===== config.mk =====
export PLATFORM = sky130hd
export DESIGN_NAME = alu_issue_ctrl
export DESIGN_NICKNAME = d
export VERILOG_FILES = /design/src/rtl/cpu_defs.sv /design/src/rtl/alu_instr_decode.sv /design/src/rtl/alu_issue_ctrl.sv
export SDC_FILE = /design/constraint.sdc
export NUM_CORES = 1
export LEC_CHECK = 0
export ABC_AREA = 1
export BUFFER_PORTS_ARGS = -buffer_cell sky130_fd_sc_hd__buf_2
export CORE_ASPECT_RATIO = 1.75
export CORE_MARGIN = 3
export CORE_UTILIZATION = 49
export CTS_BUF_LIST = sky130_fd_sc_hd__clkbuf_8 sky130_fd_sc_hd__clkbuf_16
export CTS_CLUSTER_SIZE = 14
export DETAILED_ROUTE_END_ITERATION = 12
export PLACE_DENSITY = 0.82
export RECOVER_POWER = 100
export SETUP_SLACK_MARGIN = 0.5
export SLEW_MARGIN = 10
export SYNTH_ARGS = -nofsm -noshare
export SYNTH_HDL_FRONTEND = slang
export SYNTH_SLANG_ARGS = --single-unit

===== constraint.sdc =====
create_clock -name CLK -period 2 [get_ports CLK]
set_clock_uncertainty 0.2 [all_clocks]
set_input_delay 0.2 -clock CLK [delete_from_list [all_inputs] [get_ports CLK]]
set_output_delay 0.2 -clock CLK [all_outputs]
set_load 0.03 [all_outputs]

===== src/rtl/cpu_defs.sv =====
`default_nettype none
// ============================================================================
// Module   : cpu_defs (package)
// Purpose  : Shared definitions for the ALU issue controller: opcode values,
//            ALU select encodings and the issue FSM state encoding.
// Ports    : none (package)
// Revision : 1.0  initial release
// ============================================================================
package cpu_defs;

  // Opcodes, INSTR[31:24]
  localparam logic [7:0] OP_LOADI = 8'h00;
  localparam logic [7:0] OP_MOV   = 8'h01;
  localparam logic [7:0] OP_ADD   = 8'h02;
  localparam logic [7:0] OP_SUB   = 8'h03;
  localparam logic [7:0] OP_AND   = 8'h04;
  localparam logic [7:0] OP_OR    = 8'h05;
  localparam logic [7:0] OP_J     = 8'h06;
  localparam logic [7:0] OP_BEQ   = 8'h07;

  // ALU function select
  localparam logic [2:0] SEL_FWD  = 3'b000;
  localparam logic [2:0] SEL_ADD  = 3'b001;
  localparam logic [2:0] SEL_AND  = 3'b010;
  localparam logic [2:0] SEL_OR   = 3'b011;

  // Issue FSM states
  typedef enum logic [1:0] {
    ST_IDLE   = 2'd0,
    ST_READ   = 2'd1,
    ST_EXEC   = 2'd2,
    ST_COMMIT = 2'd3
  } state_t;

endpackage
`default_nettype wire


===== src/rtl/alu_instr_decode.sv =====
`default_nettype none
// ============================================================================
// Module   : alu_instr_decode
// Purpose  : Combinational opcode decoder for the ALU issue controller.
// Ports    : i_op          opcode INSTR[31:24]
//            o_select      ALU function select
//            o_use_imm     operand 2 comes from IMM instead of REGOUT2
//            o_negate_op2  operand 2 is two's-complement negated (sub/beq)
//            o_zero_op1    operand 1 forced to zero (loadi/mov)
//            o_writes      opcode writes back a register
//            o_is_jump     unconditional branch
//            o_is_beq      branch on ALU zero
//            o_illegal     unknown opcode
// Revision : 1.0  initial release
// ============================================================================
module alu_instr_decode
  import cpu_defs::*;
(
  input  logic [7:0] i_op,
  output logic [2:0] o_select,
  output logic       o_use_imm,
  output logic       o_negate_op2,
  output logic       o_zero_op1,
  output logic       o_writes,
  output logic       o_is_jump,
  output logic       o_is_beq,
  output logic       o_illegal
);

  always_comb begin
    o_select     = SEL_FWD;
    o_use_imm    = 1'b0;
    o_negate_op2 = 1'b0;
    o_zero_op1   = 1'b0;
    o_writes     = 1'b0;
    o_is_jump    = 1'b0;
    o_is_beq     = 1'b0;
    o_illegal    = 1'b0;
    case (i_op)
      OP_LOADI: begin o_zero_op1 = 1'b1; o_use_imm = 1'b1; o_writes = 1'b1; end
      OP_MOV:   begin o_zero_op1 = 1'b1; o_writes = 1'b1; end
      OP_ADD:   begin o_select = SEL_ADD; o_writes = 1'b1; end
      OP_SUB:   begin o_select = SEL_ADD; o_negate_op2 = 1'b1; o_writes = 1'b1; end
      OP_AND:   begin o_select = SEL_AND; o_writes = 1'b1; end
      OP_OR:    begin o_select = SEL_OR;  o_writes = 1'b1; end
      OP_J:     o_is_jump = 1'b1;
      OP_BEQ:   begin o_select = SEL_ADD; o_negate_op2 = 1'b1; o_is_beq = 1'b1; end
      default:  o_illegal = 1'b1;
    endcase
  end

endmodule
`default_nettype wire


===== src/rtl/alu_issue_ctrl.sv =====
`default_nettype none
// ============================================================================
// Module   : alu_issue_ctrl
// Purpose  : Issue-side controller for the 8-bit ALU. Accepts an instruction
//            over valid/ready, reads the register file, drives registered
//            ALU operands, samples RESULT/ZERO after ALU_WAIT cycles and
//            emits one writeback, branch or illegal strobe per instruction.
// Ports    : CLK, RESET_N            clock / async active-low reset
//            INSTR_VALID/INSTR/INSTR_READY   instruction handshake
//            BUSYWAIT                memory stall, freezes the FSM
//            READREG1/2, REGOUT1/2   register file read port
//            ALU_DATA1/2, ALU_SELECT ALU operands (registered)
//            ALU_RESULT, ALU_ZERO    ALU outputs
//            WRITE_EN/ADDR/DATA      register writeback
//            BRANCH_TAKEN/OFFSET     branch decision
//            ILLEGAL                 unknown-opcode strobe
// Revision : 1.0  initial release
// ============================================================================
module alu_issue_ctrl
  import cpu_defs::*;
#(
  parameter int ALU_WAIT = 1
)(
  input  logic        CLK,
  input  logic        RESET_N,
  input  logic        INSTR_VALID,
  input  logic [31:0] INSTR,
  output logic        INSTR_READY,
  input  logic        BUSYWAIT,
  output logic [2:0]  READREG1,
  output logic [2:0]  READREG2,
  input  logic [7:0]  REGOUT1,
  input  logic [7:0]  REGOUT2,
  output logic [7:0]  ALU_DATA1,
  output logic [7:0]  ALU_DATA2,
  output logic [2:0]  ALU_SELECT,
  input  logic [7:0]  ALU_RESULT,
  input  logic        ALU_ZERO,
  output logic        WRITE_EN,
  output logic [2:0]  WRITE_ADDR,
  output logic [7:0]  WRITE_DATA,
  output logic        BRANCH_TAKEN,
  output logic [7:0]  BRANCH_OFFSET,
  output logic        ILLEGAL
);

  localparam logic [2:0] c_WAIT_LOAD = 3'(ALU_WAIT - 1);

  state_t      r_state, w_next;
  logic [31:0] r_instr;
  logic [2:0]  r_cnt;
  logic        r_zero;
  logic [7:0]  r_data1, r_data2, r_wdata;
  logic [2:0]  r_sel;

  logic [2:0]  w_select;
  logic        w_use_imm, w_negate_op2, w_zero_op1, w_writes;
  logic        w_is_jump, w_is_beq, w_illegal;
  logic        w_ready, w_accept, w_commit_go;
  logic [7:0]  w_op1, w_op2_src, w_op2;
  logic        w_unused;

  alu_instr_decode u_decode (
    .i_op         (r_instr[31:24]),
    .o_select     (w_select),
    .o_use_imm    (w_use_imm),
    .o_negate_op2 (w_negate_op2),
    .o_zero_op1   (w_zero_op1),
    .o_writes     (w_writes),
    .o_is_jump    (w_is_jump),
    .o_is_beq     (w_is_beq),
    .o_illegal    (w_illegal)
  );

  // Ready is forced low while reset is asserted so every output reads 0.
  assign w_ready     = RESET_N && !BUSYWAIT &&
                       ((r_state == ST_IDLE) || (r_state == ST_COMMIT));
  assign w_accept    = INSTR_VALID && w_ready;
  assign w_commit_go = (r_state == ST_COMMIT) && !BUSYWAIT;

  // Operand selection; negation wraps modulo 256 (0x80 maps to itself).
  assign w_op1     = w_zero_op1 ? 8'h00 : REGOUT1;
  assign w_op2_src = w_use_imm ? r_instr[7:0] : REGOUT2;
  assign w_op2     = w_negate_op2 ? (~w_op2_src + 8'd1) : w_op2_src;

  // Field bits RT[15:11] are not used by the 8-register file.
  assign w_unused = ^r_instr[15:11];

  // State register
  always_ff @(posedge CLK or negedge RESET_N) begin
    if (!RESET_N) r_state <= ST_IDLE;
    else          r_state <= w_next;
  end

  // Next state and commit strobes
  always_comb begin
    w_next       = r_state;
    INSTR_READY  = w_ready;
    WRITE_EN     = 1'b0;
    BRANCH_TAKEN = 1'b0;
    ILLEGAL      = 1'b0;
    case (r_state)
      ST_IDLE:   if (w_accept) w_next = ST_READ;
      ST_READ:   if (!BUSYWAIT) w_next = ST_EXEC;
      ST_EXEC:   if (!BUSYWAIT && (r_cnt == 3'd0)) w_next = ST_COMMIT;
      ST_COMMIT: begin
        if (w_commit_go) begin
          WRITE_EN     = w_writes;
          BRANCH_TAKEN = w_is_jump || (w_is_beq && r_zero);
          ILLEGAL      = w_illegal;
          w_next       = w_accept ? ST_READ : ST_IDLE;
        end
      end
      default:   w_next = ST_IDLE;
    endcase
  end

  // Datapath registers; BUSYWAIT freezes everything via the state guards.
  always_ff @(posedge CLK or negedge RESET_N) begin
    if (!RESET_N) begin
      r_instr <= 32'h0;
      r_cnt   <= 3'd0;
      r_zero  <= 1'b0;
      r_data1 <= 8'h00;
      r_data2 <= 8'h00;
      r_sel   <= 3'd0;
      r_wdata <= 8'h00;
    end else begin
      if (w_accept) r_instr <= INSTR;
      if ((r_state == ST_READ) && !BUSYWAIT) begin
        r_cnt <= c_WAIT_LOAD;
        // j and unknown opcodes leave the ALU inputs untouched
        if (!w_is_jump && !w_illegal) begin
          r_data1 <= w_op1;
          r_data2 <= w_op2;
          r_sel   <= w_select;
        end
      end
      if ((r_state == ST_EXEC) && !BUSYWAIT) begin
        if (r_cnt == 3'd0) begin
          r_wdata <= ALU_RESULT;
          r_zero  <= ALU_ZERO;
        end else begin
          r_cnt <= r_cnt - 3'd1;
        end
      end
    end
  end

  assign READREG1      = r_instr[10:8];
  assign READREG2      = r_instr[2:0];
  assign ALU_DATA1     = r_data1;
  assign ALU_DATA2     = r_data2;
  assign ALU_SELECT    = r_sel;
  assign WRITE_ADDR    = r_instr[18:16];
  assign WRITE_DATA    = r_wdata;
  assign BRANCH_OFFSET = r_instr[23:16];

endmodule
`default_nettype wire


==> flow_summary.json <==
{
  "cts_max_level": 3,
  "status": "finished, violations left",
  "final.min_clock_period_ps": 2180,
  "cpPeakStageDelay_ps": 460,
  "dr.pass1.iters": 8,
  "violations": "negative setup slack",
  "fin_area_um2": 5270,
  "power_mw": 7.46,
  "startpoint": "r_instr[25]",
  "drv.max_cap_violation_count": 0,
  "dieArea_um2": 7050,
  "ys_ff_latch": 59,
  "drive_gt1_frac": 0.500,
  "rows": 36,
  "power_frac_seq": 0.293,
  "drt-total-wl_um": 14500,
  "route.detailed.drc": 0,
  "setup_viol": 44,
  "final_hold_viol_count": 0,
  "yosysWarnings": 0,
  "grt_overflow": 0,
  "crit-reg2reg-launch": "r_instr[25]",
  "max_slew_margin": 0.451,
  "start_kind": "register",
  "reg2reg_depth": 12,
  "critPathTopFamily": "simple AND/OR/NAND/NOR gates",
  "p_per_area_nw_per_um2": 1410,
  "cts.reportedPaths.clkPinSlew_ps": 60,
  "grt_max_degree": 60,
  "crit_slowest_cell": "dfrtp_1",
  "detailedPlace.worstSlack_ps": 12.8,
  "p_leak_nw": 2.61,
  "routed_via_density": 5.82,
  "final.fill_count": 220,
  "start_util": 0.518,
  "synth_nets": 413,
  "clock_sinks": 59,
  "track_usage": 0.305,
  "final_common_cell": "nand2_1",
  "switching_share": 0.494,
  "clockRootBuffer": "clkbuf_8",
  "synth_cells": 346,
  "arrival_ps": 2210,
  "grt_pass1_wl_um": 16000,
  "final_cell_mix": "62 x nand2_1, 57 x dfrtp_1, 54 x buf_2",
  "ys_async_sr_fraction": 1.00,
  "place_area_um2": 3580,
  "crit_buf_inv": 0,
  "slew_viol_final": 0,
  "final_nets": 598,
  "power.share.combinational": 0.579,
  "syn_to_final_growth_pct": 78.0,
  "pwr-share-clk": 0.128,
  "dr.first_iter.drc_count": 316,
  "grt_pass1_vias": 3392,
  "path_max_fanout": 8,
  "pin_count": 109,
  "avgSynthCellArea_um2": 8.56,
  "wl_per_cell_um": 23.8,
  "switchingPower_mw": 3.69,
  "hold_class": "in -> reg",
  "internal-power_mw": 3.77,
  "synth_edf_count": 0,
  "dp.cells": 507,
  "worstMarginPinSlew_ps": 823,
  "timing.rr.end": "ALU_DATA2[6]",
  "peakVddDrop_mv": 0.978,
  "antenna_found_initial": 1,
  "seq_area_frac_synth": 0.499,
  "ff2ff_setup_slack_ps": -180,
  "endpoint": "ALU_DATA2[6]",
  "die_h_um": 109,
  "cp.depth": 12,
  "period_share": 1.09,
  "vias": 3553,
  "endpoint_kind": "register",
  "place.gp.congestion": 0.882,
  "clkLatencyLatePin_ps": 350,
  "synth-main-ff-cell": "dfrtp_1",
  "cp_cell_sequence": "nor2_2 > nand2_4 > nor2_8 > nand2_2 > o21ai_2 > nand2_4 > nor2_4 > nand2_1 > nand2_1 > nand2_1 > nand3_1 > nand2_1",
  "cpMostUsedCell": "nand2_1",
  "stdcell_count": 610,
  "die_w_um": 64.8,
  "coreArea_um2": 5720,
  "crit_type": "reg -> reg",
  "cts_buffers": 9,
  "antenna_left": 0,
  "synth.distinct_cells": 33,
  "dp_hpwl_um": 5160,
  "fin_ws_ps": -176,
  "syn_area_um2": 2960,
  "grt_setup_unrepaired": "yes",
  "cts.path.max_buffers": 2,
  "fmax_mhz": 460,
  "numPortBuffers": 102,
  "critPathRequiredTime_ps": 2040,
  "tns_ps": -2100,
  "cts_tree": "yes"
}
-- power groups by stage --
| stage | clock network, mW | registers [mW] | logic (mW) |
|---|---|---|---|
| after floorplan | 0 | 2.46 | 1.82 |
| after global placement | 0 | 1.99 | 2.75 |
| after detailed placement | 0 | 2.03 | 2.84 |
| after CTS | 0.927 | 2.03 | 3.61 |
| after global routing | 0.988 | 2.20 | 4.50 |
| final | 0.952 | 2.19 | 4.32 |
-- how the worst min path moves through the flow --
stage / from / endpoint / slack (ps) / depth (start not counted)
finish: REGOUT2[6] / ALU_DATA2[6] / 60 / 5
global route: REGOUT2[6] / ALU_DATA2[6] / 70 / 5
floorplan: RESET_N / ALU_DATA1[0] / -300 / 0
global placement: INSTR[10] / r_instr[10] / 200 / 3
CTS: REGOUT2[6] / ALU_DATA2[6] / 30 / 5
detailed placement: INSTR[22] / r_instr[22] / 200 / 3
-- cells in the mapped netlist (all sizes together), types with 4 or more instances --
master	n	share of area
nand2	131	0.17
dfrtp	59	0.50
inv	29	0.037
o21ai	26	0.046
buf	24	0.058
nand3	18	0.035
nor2	17	0.030
mux2	9	0.034
ha	6	0.025
a21oi	4	0.0068
nor3	4	0.011
-- kinds of logic (layout without fill, tap and decap cells) --
logic type,after synthesis,after routing,synth area share
other,1,3,0.00127
xor gates and xnor gates,1,1,0.00296
buffers and inverters,57,242,0.0997
DFF,59,59,0.499
and+or+nand+nor,174,175,0.259
AOI/OAI and AO/OA,39,39,0.0790
muxes,9,9,0.0342
adders and majority gates,6,6,0.0253
-- flip-flops by register name, indices dropped and copies added (netlist names) --
signal / cells
ALU_DATA1: 8
r_zero: 1
r_cnt: 3
r_state: 2
WRITE_DATA: 8
ALU_DATA2: 8
ALU_SELECT: 2
r_instr: 27
-- worst reg2reg max path: stages, from the launching register on --
cell,delay [ps]
dfrtp_1,460
nor2_2,210
nand2_4,110
nor2_8,220
nand2_2,80
o21ai_2,140
nand2_4,110
nor2_4,120
nand2_1,100
nand2_1,110
nand2_1,70
nand3_1,80
nand2_1,50
-- layer usage --
metal	wire, um	share of wire	up-vias	global-route usage
met3	942	0.065	100	0.0588
met2	7800	0.54	265	0.585
li1	-	-	1453	-
met5	0	0	-	0
met1	4590	0.32	1735	0.285
met4	1210	0.083	0	0.192
-- per-stage QoR --
stage / utilization / hold slack (ps)
after floorplan: - / -296
after global placement: 0.626 / 195
after detailed placement: 0.626 / 201
after CTS: 0.863 / 31.7
after global routing: 0.921 / 65.6
final: 0.922 / 60.9
-- final cells by class --
class | count | area, um^2 | area share
antenna | 2 | 5.00 | 0.000949
clock buffer | 11 | 151 | 0.0287
clock inverter | 1 | 3.75 | 0.000712
inverter | 30 | 121 | 0.0230
multi-input combinational | 231 | 1820 | 0.346
sequential | 59 | 1480 | 0.280
tap | 76 | 95.1 | 0.0180
timing repair buffer | 200 | 1600 | 0.303
-- what timing repair did --
item / CTS / global route
hold buffers: 45 / 0
cloned: 8 / 1
pin swaps: 18 / 29
endpoints found under the setup margin: 60 / 63
buffers inserted: 28 / 7
gates resized for setup: 104 / 100
endpoints found under the hold margin: 103 / 0
No activity file was read; power rests on OpenSTA's default activity.
